==> src/rtl/fetch_unit.sv <==
// Instruction fetch unit: assembles one- and two-word instructions into the F/D stage.
// Optional macro RESET_VECTOR_EN: boot by loading the start PC from memory words 0 and 1.
module fetch_unit #(
  parameter int unsigned            PC_WIDTH = 32,
  parameter logic [PC_WIDTH-1:0]    RESET_PC = '0
) (
  input  logic                clk,
  input  logic                reset,
  output logic [PC_WIDTH-1:0] imem_addr,
  input  logic [15:0]         imem_rdata,
  input  logic                stall,
  input  logic                flush,
  input  logic                redirect_valid,
  input  logic [PC_WIDTH-1:0] redirect_pc,
  output logic [15:0]         fd_ir,
  output logic [15:0]         fd_imm,
  output logic [PC_WIDTH-1:0] fd_pc,
  output logic                fd_valid
);

`ifdef RESET_VECTOR_EN
  typedef enum logic [1:0] {FETCH, IMM, BOOT_LO, BOOT_HI} state_t;
  localparam state_t RESET_STATE = BOOT_LO;
  localparam int unsigned EXT_W = (PC_WIDTH > 32) ? PC_WIDTH : 32;
  logic [EXT_W-1:0] boot_pc;
`else
  typedef enum logic {FETCH, IMM} state_t;
  localparam state_t RESET_STATE = FETCH;
`endif

  state_t              state_q, state_d;
  logic [PC_WIDTH-1:0] pc_q, pc_d;
  logic [15:0]         hold_ir_q, hold_ir_d;
  logic [PC_WIDTH-1:0] hold_pc_q, hold_pc_d;
  logic [15:0]         fd_ir_q, fd_ir_d;
  logic [15:0]         fd_imm_q, fd_imm_d;
  logic [PC_WIDTH-1:0] fd_pc_q, fd_pc_d;
  logic                fd_valid_q, fd_valid_d;
  logic [PC_WIDTH-1:0] pc_inc;

  assign pc_inc = pc_q + PC_WIDTH'(1);

  // Memory address: PC while fetching, fixed vector words while booting.
  always_comb begin
    imem_addr = pc_q;
`ifdef RESET_VECTOR_EN
    if (state_q == BOOT_LO) imem_addr = '0;
    if (state_q == BOOT_HI) imem_addr = PC_WIDTH'(1);
`endif
  end

  always_ff @(posedge clk or posedge reset) begin
    if (reset) begin
      state_q    <= RESET_STATE;
      pc_q       <= RESET_PC;
      hold_ir_q  <= '0;
      hold_pc_q  <= '0;
      fd_ir_q    <= '0;
      fd_imm_q   <= '0;
      fd_pc_q    <= '0;
      fd_valid_q <= 1'b0;
    end else begin
      state_q    <= state_d;
      pc_q       <= pc_d;
      hold_ir_q  <= hold_ir_d;
      hold_pc_q  <= hold_pc_d;
      fd_ir_q    <= fd_ir_d;
      fd_imm_q   <= fd_imm_d;
      fd_pc_q    <= fd_pc_d;
      fd_valid_q <= fd_valid_d;
    end
  end

  // Next state: redirect beats flush beats stall beats normal advance.
  always_comb begin
    state_d    = state_q;
    pc_d       = pc_q;
    hold_ir_d  = hold_ir_q;
    hold_pc_d  = hold_pc_q;
    fd_ir_d    = fd_ir_q;
    fd_imm_d   = fd_imm_q;
    fd_pc_d    = fd_pc_q;
    fd_valid_d = fd_valid_q;
`ifdef RESET_VECTOR_EN
    boot_pc    = EXT_W'(pc_q);
`endif

    case (state_q)
`ifdef RESET_VECTOR_EN
      BOOT_LO: begin
        boot_pc[15:0] = imem_rdata;
        pc_d          = PC_WIDTH'(boot_pc);
        fd_valid_d    = 1'b0;
        state_d       = BOOT_HI;
      end
      BOOT_HI: begin
        boot_pc[31:16] = imem_rdata;
        pc_d           = PC_WIDTH'(boot_pc);
        fd_valid_d     = 1'b0;
        state_d        = FETCH;
      end
`endif
      IMM: begin
        if (redirect_valid) begin
          pc_d       = redirect_pc;
          state_d    = FETCH;
          fd_valid_d = 1'b0;
        end else if (flush) begin
          pc_d       = hold_pc_q;
          state_d    = FETCH;
          fd_valid_d = 1'b0;
        end else if (!stall) begin
          fd_ir_d    = hold_ir_q;
          fd_imm_d   = imem_rdata;
          fd_pc_d    = hold_pc_q;
          fd_valid_d = 1'b1;
          pc_d       = pc_inc;
          state_d    = FETCH;
        end
      end
      default: begin
        if (redirect_valid) begin
          pc_d       = redirect_pc;
          fd_valid_d = 1'b0;
        end else if (flush) begin
          fd_valid_d = 1'b0;
        end else if (!stall) begin
          pc_d = pc_inc;
          if (imem_rdata[15]) begin
            hold_ir_d  = imem_rdata;
            hold_pc_d  = pc_q;
            fd_valid_d = 1'b0;
            state_d    = IMM;
          end else begin
            fd_ir_d    = imem_rdata;
            fd_imm_d   = '0;
            fd_pc_d    = pc_q;
            fd_valid_d = 1'b1;
          end
        end
      end
    endcase
  end

  assign fd_ir    = fd_ir_q;
  assign fd_imm   = fd_imm_q;
  assign fd_pc    = fd_pc_q;
  assign fd_valid = fd_valid_q;

endmodule

==> config.mk <==
export PLATFORM = sky130hd
export DESIGN_NAME = fetch_unit
export DESIGN_NICKNAME = d
export VERILOG_FILES = /design/src/rtl/fetch_unit.sv
export SDC_FILE = /design/constraint.sdc
export NUM_CORES = 1
export LEC_CHECK = 0
export CELL_PAD_IN_SITES_DETAIL_PLACEMENT = 1
export CELL_PAD_IN_SITES_GLOBAL_PLACEMENT = 1
export CORE_MARGIN = 2
export CORE_UTILIZATION = 40
export CTS_CLUSTER_DIAMETER = 60
export CTS_CLUSTER_SIZE = 8
export DETAILED_ROUTE_END_ITERATION = 16
export PLACE_DENSITY = 0.89
export SLEW_MARGIN = 15
export SYNTH_ARGS = -nofsm -noshare
export SYNTH_HDL_FRONTEND = slang
export SYNTH_SLANG_ARGS = --single-unit
==> constraint.sdc <==
create_clock -name clk -period 6.6 [get_ports clk]
set_input_delay 0.99 -clock clk [delete_from_list [all_inputs] [get_ports clk]]
set_output_delay 0.99 -clock clk [all_outputs]
set_load 0.005 [all_outputs]
Word level (Yosys, flattened, before mapping)
Cells that the tools add are included.

word-level totals
  register bits after elaboration = 146
  bits of input ports = 53
  output and inout bits = 97

cells by class
  multiplexer cells = 46
  reductions and logical operators = 2
  equal/unequal tests = 3
  add/sub/neg operators = 1
  bitwise operators = 4

operators with widths
  cell                                                                     number
  32-bit 2-to-1 mux                                                        14
  16-bit 2-to-1 mux                                                        16
  32-bit by 1-bit adder with 32-bit output, second input constant          1
  1-bit 2-to-1 mux                                                         16
  3-bit by 1-bit inequality test with 1-bit output, second input constant  2
  5-bit AND reduction                                                      1
  1-bit NOT                                                                4
  4-bit AND reduction                                                      1
  2-bit by 1-bit inequality test with 1-bit output, second input constant  1

Depth between registers and ports, before layout
Gate-level depths: netlist of the first run.

  depth in word-level cells = 5
  depth in mapped cells = 7
  depth with buffers taken out = 5

Worst setup path after synthesis of the first run
OpenSTA, ideal clock, no wires.

  kind = input -> register
  start = input stall
  end = register pc_q[27], in the netlist imem_addr[27]
  setup time = 123 ps
  path slack = 4051 ps
  stages = 5
  data arrival time = 2427 ps
  path buffers = 1
  path through = nand4b_1 or4_1 clkbuf_1 o31a_1 o221a_2

between the ends
  longest elaborated chain between the ends = 4

ends and longest elaborated chain
  item                                                      RTL line  RTL
  start, declared                                           11        input logic stall,
  32-bit 2-to-1 mux *                                       --
  32-bit 2-to-1 mux, on equally long branches (2 in a row)  --
  32-bit 2-to-1 mux *                                       --
  end signal, assigned                                      64        pc_q <= pc_d;
  end, declared                                             32        logic [PC_WIDTH-1:0] pc_q, pc_d;

Mark *: on every way between the ends. The rest lies on a longest branch, timed or not. The select of a mux whose other input is x is not followed.
A chain may end at the register's enable or synchronous reset.

Worst setup path after layout of the first run
  start = input flush
  end = register hold_ir_q[4]

between the ends
  longest elaborated chain between the ends = 2

ends and longest elaborated chain
  item                           RTL line  RTL
  start, declared                12        input logic flush,
  1-bit NOT (no line)            --
  5-bit AND reduction (no line)  --
  end signal, assigned           65        hold_ir_q <= hold_ir_d;
  end, declared                  33        logic [15:0] hold_ir_q, hold_ir_d;

Every way passes these cells.

==> metrics.cfg, run 1 <==
[yosys]
ys_top_cells_by_area=dfrtp_1 51%, mux2i_1 6.5%, mux2_2 5.6%
synthCells=703
ys_seq_elements=146
synth_nets=757
synthesis.area_sq_um=7223
synth_top_area_share_pct=50.58
synth.yosys.seq_area_share_pct=50.58
yosysWarningCount=0
synth_edf_count=0
synthArstFlopShare_pct=100.0
synth.largest_area_cell=dfrtp_1
yosysUniqueCellTypes=62
synthFlopType=dfrtp_1
syn_avg_cell_area_sq_um=10.27

[clock_tree]
clk_latency_ns=0.43
cts_tree=yes
cts_buffer_depth=2
cts.sinks=146
post_cts_buffers=0
htreeDepth=4
root_buffer=clkbuf_16
cts.clk_slew.worst_paths_ns=0.06
holdBufCountCts=0
post_cts_resized=0
numCtsBuffers=17

[routing]
top_layer_used=met4
drtIter0Drc=384
avgViaCountPerCell=5.873
ant_nets=0
firstDrtPassIters=5
wirelength_microns=22150
wl_met2_microns=10710
drc=0
wl_met3_microns=996
via_count=6261
wl_met1_microns=9960
drt-wirelength-per-cell_microns=20.77

[global_route]
grt_usage_pct=23.34
grt_pass1_wl_microns=36400
antenna_found_initial=0
grt_overflow=0
grt_pass1_vias=6647
grt_max_degree=112

[floorplan]
start_util_pct=40.49
dieArea_sq_um=19150
num_io_pins=150
rows=49
die_w_microns=138.4
die_h_microns=138.4
core_sq_um=17840

[timing]
fmax_mhz=284.1
slew_headroom_pct=22.41
skew_ns=0.01431
period_minus_slack_ns=3.520
hold_viol=0
drv_slew=0
setup_viol=0
worst_pin_slew_ns=1.154
rsz0062_at_grt=false
finalSetupTns_ns=0
period_share_pct=53.34

[critical_path]
crit_fanout=37
crit_buf_inv=2
path_cells=clkdlybuf4s50_1 -> nor3_1 -> nand3_2 -> buf_4 -> mux2_2
critPathTopFamily=simple AND/OR/NAND/NOR gates
worstSetupStartpointType=primary input
cp.required_ns=6.90
worstPathArrival_ns=3.82
crit_type=primary input to flop
cpMaxStageDelayCell=clkdlybuf4s50_1
critical_path.endpoint_type=flop
slowest_delay_ns=0.72

[cells_and_area]
drive_gt1_share_pct=11.23
synthToLayoutAreaGrowth_pct=30.42
nets=879
antennaDiodeCount=0

[power]
leakagePower_nw=3.849
ir_drop_v=0.0002090
powerDensity_nw_per_um2=290.5
power_mw=2.736

[min_path]
worstHoldPathType=flop to flop

[run_status]
run_status=complete, no violations

[place]
portBuffers=149
place_congestion=0.8081
dpl.hpwl_microns=14320

[job]
cap_violations=0

metal layers:
| layer | GRT usage (%) | up-vias |
|---|---|---|
| met1 | 31.16 | 3204 |
| met4 | 7.948 | 0 |
| met3 | 4.399 | 37 |
| li1 | - | 2833 |
| met2 | 38.43 | 187 |
| met5 | 0 | - |
where the power goes:
part	switching [mW]	internal (mW)	total, mW
registers	0.157	1.06	1.22
logic	0.231	0.327	0.558
clock network	0.376	0.581	0.958
total	0.764	1.97	2.74
area by class of cell:
class | count | area (sq um)
clock inverters | 10 | 108.9
inverters | 17 | 68.82
flip-flops and latches | 146 | 3657
clock buffers | 21 | 470.5
repair buffers | 154 | 1524
well taps | 229 | 286.5
fillers | 1933 | 8421
multi-input cells | 489 | 3304
Yosys cell counts (all sizes together), types with 6 or more instances:
cell     count
nand3       12
o31a         6
inv         17
nor3        13
buf         13
nor2        11
mux2i       47
and3         7
clkbuf      38
o211ai       6
a22o        19
o21ai       74
a21oi       16
nor2b       19
nand2       98
dfrtp      146
nor4        15
a211oi       9
o31ai       13
o22ai       10
mux2        36
a2bb2oi      9
or3          6
through the flow:
| step | setup WS, ns | area, sq um | util, % | hold slack (ns) | cells |
|---|---|---|---|---|---|
| final | 3.080 | 9420 | 52.80 | 0.4714 | 1066 |
| after global routing | 2.903 | 9420 | 52.80 | 0.5013 | 1066 |
| after CTS | 3.123 | 9420 | 52.80 | 0.4746 | 1066 |
| after detailed placement | 2.676 | 8841 | 49.55 | 0.4573 | 1035 |
| after global placement | 2.866 | 8841 | 49.55 | 0.4526 | 1035 |
| after floorplan | 1.687 | 7223 | - | 0.4356 | 703 |
worst reg2reg max path, cell delays in order, from the launching register on:
cell      delay (ns)
dfrtp_4         0.40
buf_4           0.84
nand2b_1        0.28
nand2_4         0.57
nand2_1         0.31
o21ai_0         0.14
cell families after synthesis:
kind of cell	Yosys count	share of synthesized area, %
simple gates	203	14.24
compound gates	202	18.99
flops	146	50.58
mux	83	12.13
buf+inv	68	3.897
fa+ha+maj	1	0.1732
cell usage in the layout (no fill, tap or decap), types with 6 or more instances in the layout:
master	synthesis	routed
nor2_1	11	11
dfrtp_1	146	145
nand3_1	10	9
a211oi_1	9	9
o211ai_1	6	6
clkdlybuf4s50_1	0	148
nor3_1	13	13
mux2i_1	47	47
a21oi_1	16	15
a22o_1	19	19
o31a_1	6	6
o31ai_1	13	13
nor2b_1	19	19
o22ai_1	10	10
nand2_1	98	97
a2bb2oi_1	9	9
o21ai_0	74	74
inv_1	17	16
clkbuf_16	0	17
mux2_2	36	36
nor4_1	13	13
path summary, 6_finish.rpt:
kind                          startpoint       endpoint  slack, ns  cells past startpoint
min                        hold_ir_q[15]  hold_ir_q[15]       0.47                      1
min in group asynchronous          reset     fd_imm[12]       1.13                      2
min reg2reg                hold_ir_q[15]  hold_ir_q[15]       0.47                      1
max reg2reg                      state_q       fd_ir[1]       3.88                      5
max                                flush   hold_ir_q[4]       3.08                      5
max in group asynchronous          reset      fd_ir[14]       4.21                      3
registers in the layout, summed over array words and instances (netlist names):
name and cells:
hold_ir_q 16, hold_pc_q 32, state_q 1, fd_imm 16
fd_valid 1, fd_pc 32, fd_ir 16, imem_addr 32
No activity file was read; power rests on OpenSTA's default activity.
==> inputs of run 2 (changes only) <==
==> constraint.sdc (replaced) <==
create_clock -name clk -period 3.3 [get_ports clk]
set_input_delay 0.495 -clock clk [delete_from_list [all_inputs] [get_ports clk]]
set_output_delay 0.495 -clock clk [all_outputs]
set_load 0.005 [all_outputs]
==> run 2 against run 1 <==
Against the previous run: die area stayed put; combinational power rose by 100%; count of clock-buffer cells in the layout is the same; worst setup slack worse by 2.3 ns; via count increased by 2.6%; critical endpoint is now fd_imm[7]; largest cell class unchanged; largest power group unchanged; highest routed layer unchanged.
==> metrics.cfg, run 2 (synthesis results as in run 1) <==
[floorplan]
die_h_microns=138.4
num_io_pins=150
die_w_microns=138.4
core_sq_um=17840
rows=49
dieArea_sq_um=19150
start_util_pct=40.49

[power]
switching_share_pct=28.58
powerDensity_nw_per_um2=570.6
ir_drop_v=0.0003891
clkPwrFrac_pct=34.5
power_frac_comb_pct=20.7
intPower_mw=3.892
switchingPower_mw=1.557
power_mw=5.449
leakagePower_nw=3.909
seqPwrFrac_pct=44.8

[timing]
setup_slack_ns=0.8015
hold_viol=0
period_minus_slack_ns=2.499
period_share_pct=75.71
fmax_mhz=400.2
worst_pin_slew_ns=0.8101
drv_slew=0
setup_viol=0
skew_ns=0.009184
slew_headroom_pct=45.54
finalSetupTns_ns=0
rsz0062_at_grt=false
timing.hold.ws_ns=0.4782

[cells_and_area]
drive_gt1_share_pct=12.69
final_common_cell=clkdlybuf4s50_1
antennaDiodeCount=0
final_cell_mix=148 x clkdlybuf4s50_1, 145 x dfrtp_1, 97 x nand2_1
nets=892
utilization_pct=53.52
synthToLayoutAreaGrowth_pct=32.20

[min_path]
worstHoldPathType=flop to flop

[global_route]
grt_usage_pct=23.50
grt_pass1_wl_microns=36340
grt_pass1_vias=6642
grt_max_degree=147
antenna_found_initial=0
grt_overflow=0

[clock_tree]
cts_buffer_depth=2
post_cts_resized=0
cts.clk_slew.worst_paths_ns=0.06
holdBufCountCts=0
htreeDepth=4
clk_latency_ns=0.43
post_cts_buffers=0
cts.sinks=146
numCtsBuffers=17
root_buffer=clkbuf_16
cts_tree=yes

[place]
dpl.hpwl_microns=14850
portBuffers=149
place_ws_ns=0.4970
place_congestion=0.8857

[critical_path]
worstSetupStartpointType=flop
cp.required_ns=3.64
worstPathArrival_ns=2.84
path_cells=buf_4 -> and2_1 -> a22o_1
crit_fanout=42
slowest_delay_ns=0.78
cpMaxStageDelayCell=dfrtp_4
critical_path.endpoint_type=flop
crit_type=flop to flop

[routing]
wirelength_microns=22380
via_count=6423
drtIter0Drc=332
drc=0
avgViaCountPerCell=5.947
firstDrtPassIters=5
ant_nets=0
drt-wirelength-per-cell_microns=20.72

[run_status]
run_status=complete, no violations

[job]
cap_violations=0

## run 2: metrics by stage
stage,instances,cell area (sq um)
after detailed placement,1048,8975
final,1080,9549
after floorplan,703,7227
after CTS,1080,9549
after global routing,1080,9549
after global placement,1048,8975
## run 2: layout make-up
class	instances	area (sq um)
clock inverter	11	103.9
timing repair buffer	167	1659
sequential	146	3657
fill	1979	8292
multi-input combinational	489	3304
clock buffer	21	470.5
tap	229	286.5
inverter	17	67.56
## run 2: layer usage
metal / GRT usage [%] / up-vias / routed length (microns)
met1: 30.66 / 3287 / 9793
met2: 39.47 / 221 / 10980
li1: - / 2882 / -
met5: 0 / - / 0
met4: 8.754 / 0 / 472
met3: 3.983 / 33 / 1137
## run 2: path summary, 6_finish.rpt
| kind | start | endpoint | slack, ns | depth (start not counted) |
|---|---|---|---|---|
| max | state_q | fd_imm[7] | 0.80 | 3 |
| min | fd_ir[9] | fd_ir[9] | 0.48 | 2 |
| max reg2reg | state_q | fd_imm[7] | 0.80 | 3 |
| min reg2reg | fd_ir[9] | fd_ir[9] | 0.48 | 2 |
| max in group asynchronous | reset | state_q | 2.01 | 3 |
| min in group asynchronous | reset | fd_imm[13] | 0.66 | 3 |
## run 2: worst max-delay path, delay by kind of cell, from the launching register on
family / cells / cell delay, ns
AO/OA/AOI/OAI: 1 / 0.28
buffers and inverters: 1 / 0.60
flip-flops: 1 / 0.78
AND/OR/NAND/NOR: 1 / 0.74
## run 2: power groups by stage
| stage | combinational (mW) | sequential, mW | clock, mW |
|---|---|---|---|
| after global routing | 1.23 | 2.49 | 1.98 |
| after global placement | 1.08 | 2.44 | 0 |
| after detailed placement | 1.12 | 2.47 | 0 |
| final | 1.13 | 2.44 | 1.88 |
| after floorplan | 0.514 | 2.39 | 0 |
| after CTS | 1.14 | 2.44 | 1.92 |
==> inputs of run 3 (changes only) <==
==> constraint.sdc (replaced) <==
create_clock -name clk -period 2.4 [get_ports clk]
set_input_delay 0.36 -clock clk [delete_from_list [all_inputs] [get_ports clk]]
set_output_delay 0.36 -clock clk [all_outputs]
set_load 0.005 [all_outputs]
==> run 3 against run 2 <==
Against the previous run: sequential cell count stayed put; die area did not move; register-to-register slack got worse by 0.67 ns; worst setup slack lost 0.67 ns; critical path depth increased by 2; fmax is 10% higher; first-iteration DRC count rose by 31%; highest routed layer unchanged; utilization is 1.6 points higher; non-clock buffer count up 24; critical endpoint is now imem_addr[15].
==> metrics.cfg, run 3 (synthesis results as in run 1) <==
[cells_and_area]
multi_input_area_sq_um=3304
final_common_cell=clkdlybuf4s50_1
final_cell_mix=148 x clkdlybuf4s50_1, 145 x dfrtp_1, 97 x nand2_1
num-fill-cells=1924
synthToLayoutAreaGrowth_pct=36.12
design_area_sq_um=9832
final_cells=1104
nets=916
seq_area_sq_um=3657
drive_gt1_share_pct=14.97
antennaDiodeCount=0
utilization_pct=55.11

[timing]
period_minus_slack_ns=2.269
skew_ns=0.005137
period_share_pct=94.55
setup_slack_ns=0.1309
setup_viol=0
drv_slew=0
slew_headroom_pct=60.21
worst_pin_slew_ns=0.5918
rsz0062_at_grt=false
finalSetupTns_ns=0
fmax_mhz=440.7
hold_viol=0
timing.hold.ws_ns=0.3294

[global_route]
grt_max_degree=47
grt_overflow=0
grt_pass1_wl_microns=38970
antenna_found_initial=0
grt_usage_pct=25.33
grt_pass1_vias=7071

[critical_path]
worstPathArrival_ns=2.56
critical_path.endpoint_type=flop
crit_type=flop to flop
cp.required_ns=2.69
crit_fanout=7
worstSetupStartpointType=flop

[clock_tree]
numCtsBuffers=17
cts_tree=yes
cts_buffer_depth=2
post_cts_buffers=0
holdBufCountCts=0
root_buffer=clkbuf_16
cts.sinks=146
clk_latency_ns=0.42
cts.clk_slew.worst_paths_ns=0.06
htreeDepth=4
post_cts_resized=0

[routing]
avgViaCountPerCell=5.996
drt-wirelength-per-cell_microns=21.72
firstDrtPassIters=5
wirelength_microns=23980
drtIter0Drc=436
drc=0
via_count=6620
ant_nets=0

[place]
place_congestion=0.8256
place_ws_ns=0.009722
portBuffers=149
place_area_sq_um=9218
dpl.hpwl_microns=15770
dp.cells=1072

[run_status]
run_status=complete, no violations

[min_path]
worstHoldPathType=primary input to async pin

[floorplan]
num_io_pins=150
die_w_microns=138.4
dieArea_sq_um=19150
core_sq_um=17840
start_util_pct=40.49
rows=49
die_h_microns=138.4

[power]
power_mw=7.781
leakagePower_nw=4.085
powerDensity_nw_per_um2=791.4
ir_drop_v=0.0004840

[job]
cap_violations=0

run 3: cell type report:
cell class	instances	share of cell area [%]
clock buffer	23	4.963
clock inverter	9	1.285
inverter	17	0.6872
multi-input combinational	489	33.61
sequential	146	37.20
tap	229	2.914
timing repair buffer	191	19.34
run 3: power breakdown:
group          leakage [nW]  switching, mW  internal (mW)
registers              1.85          0.425           2.93
logic                  1.93          0.694          0.950
clock network         0.303           1.04           1.74
total                  4.08           2.16           5.62
run 3: worst max-delay path: stages, from the launching register on:
cell     delay (ns)
dfrtp_1        0.48
nand4_2        0.18
or4_1          0.73
buf_4          0.24
nor4_1         0.40
nor3_1         0.10
run 3: layer usage:
layer,up-vias,routed length [microns],GRT usage (%)
li1,2925,-,-
met5,-,0,0
met3,90,1352,4.745
met1,3286,10070,32.97
met2,319,11630,41.66
met4,0,920,10.74
run 3: worst paths after layout:
kind / slack [ns] / end / startpoint / cells after the start
min in group clk: 0.46 / state_q / redirect_valid / 2
setup reg to reg: 0.13 / imem_addr[15] / imem_addr[8] / 5
hold / removal: 0.33 / fd_ir[13] / reset / 2
setup / recovery: 0.13 / imem_addr[15] / imem_addr[8] / 5
hold reg to reg: 0.48 / fd_ir[2] / fd_ir[2] / 2
max in group asynchronous: 1.44 / fd_pc[18] / reset / 3
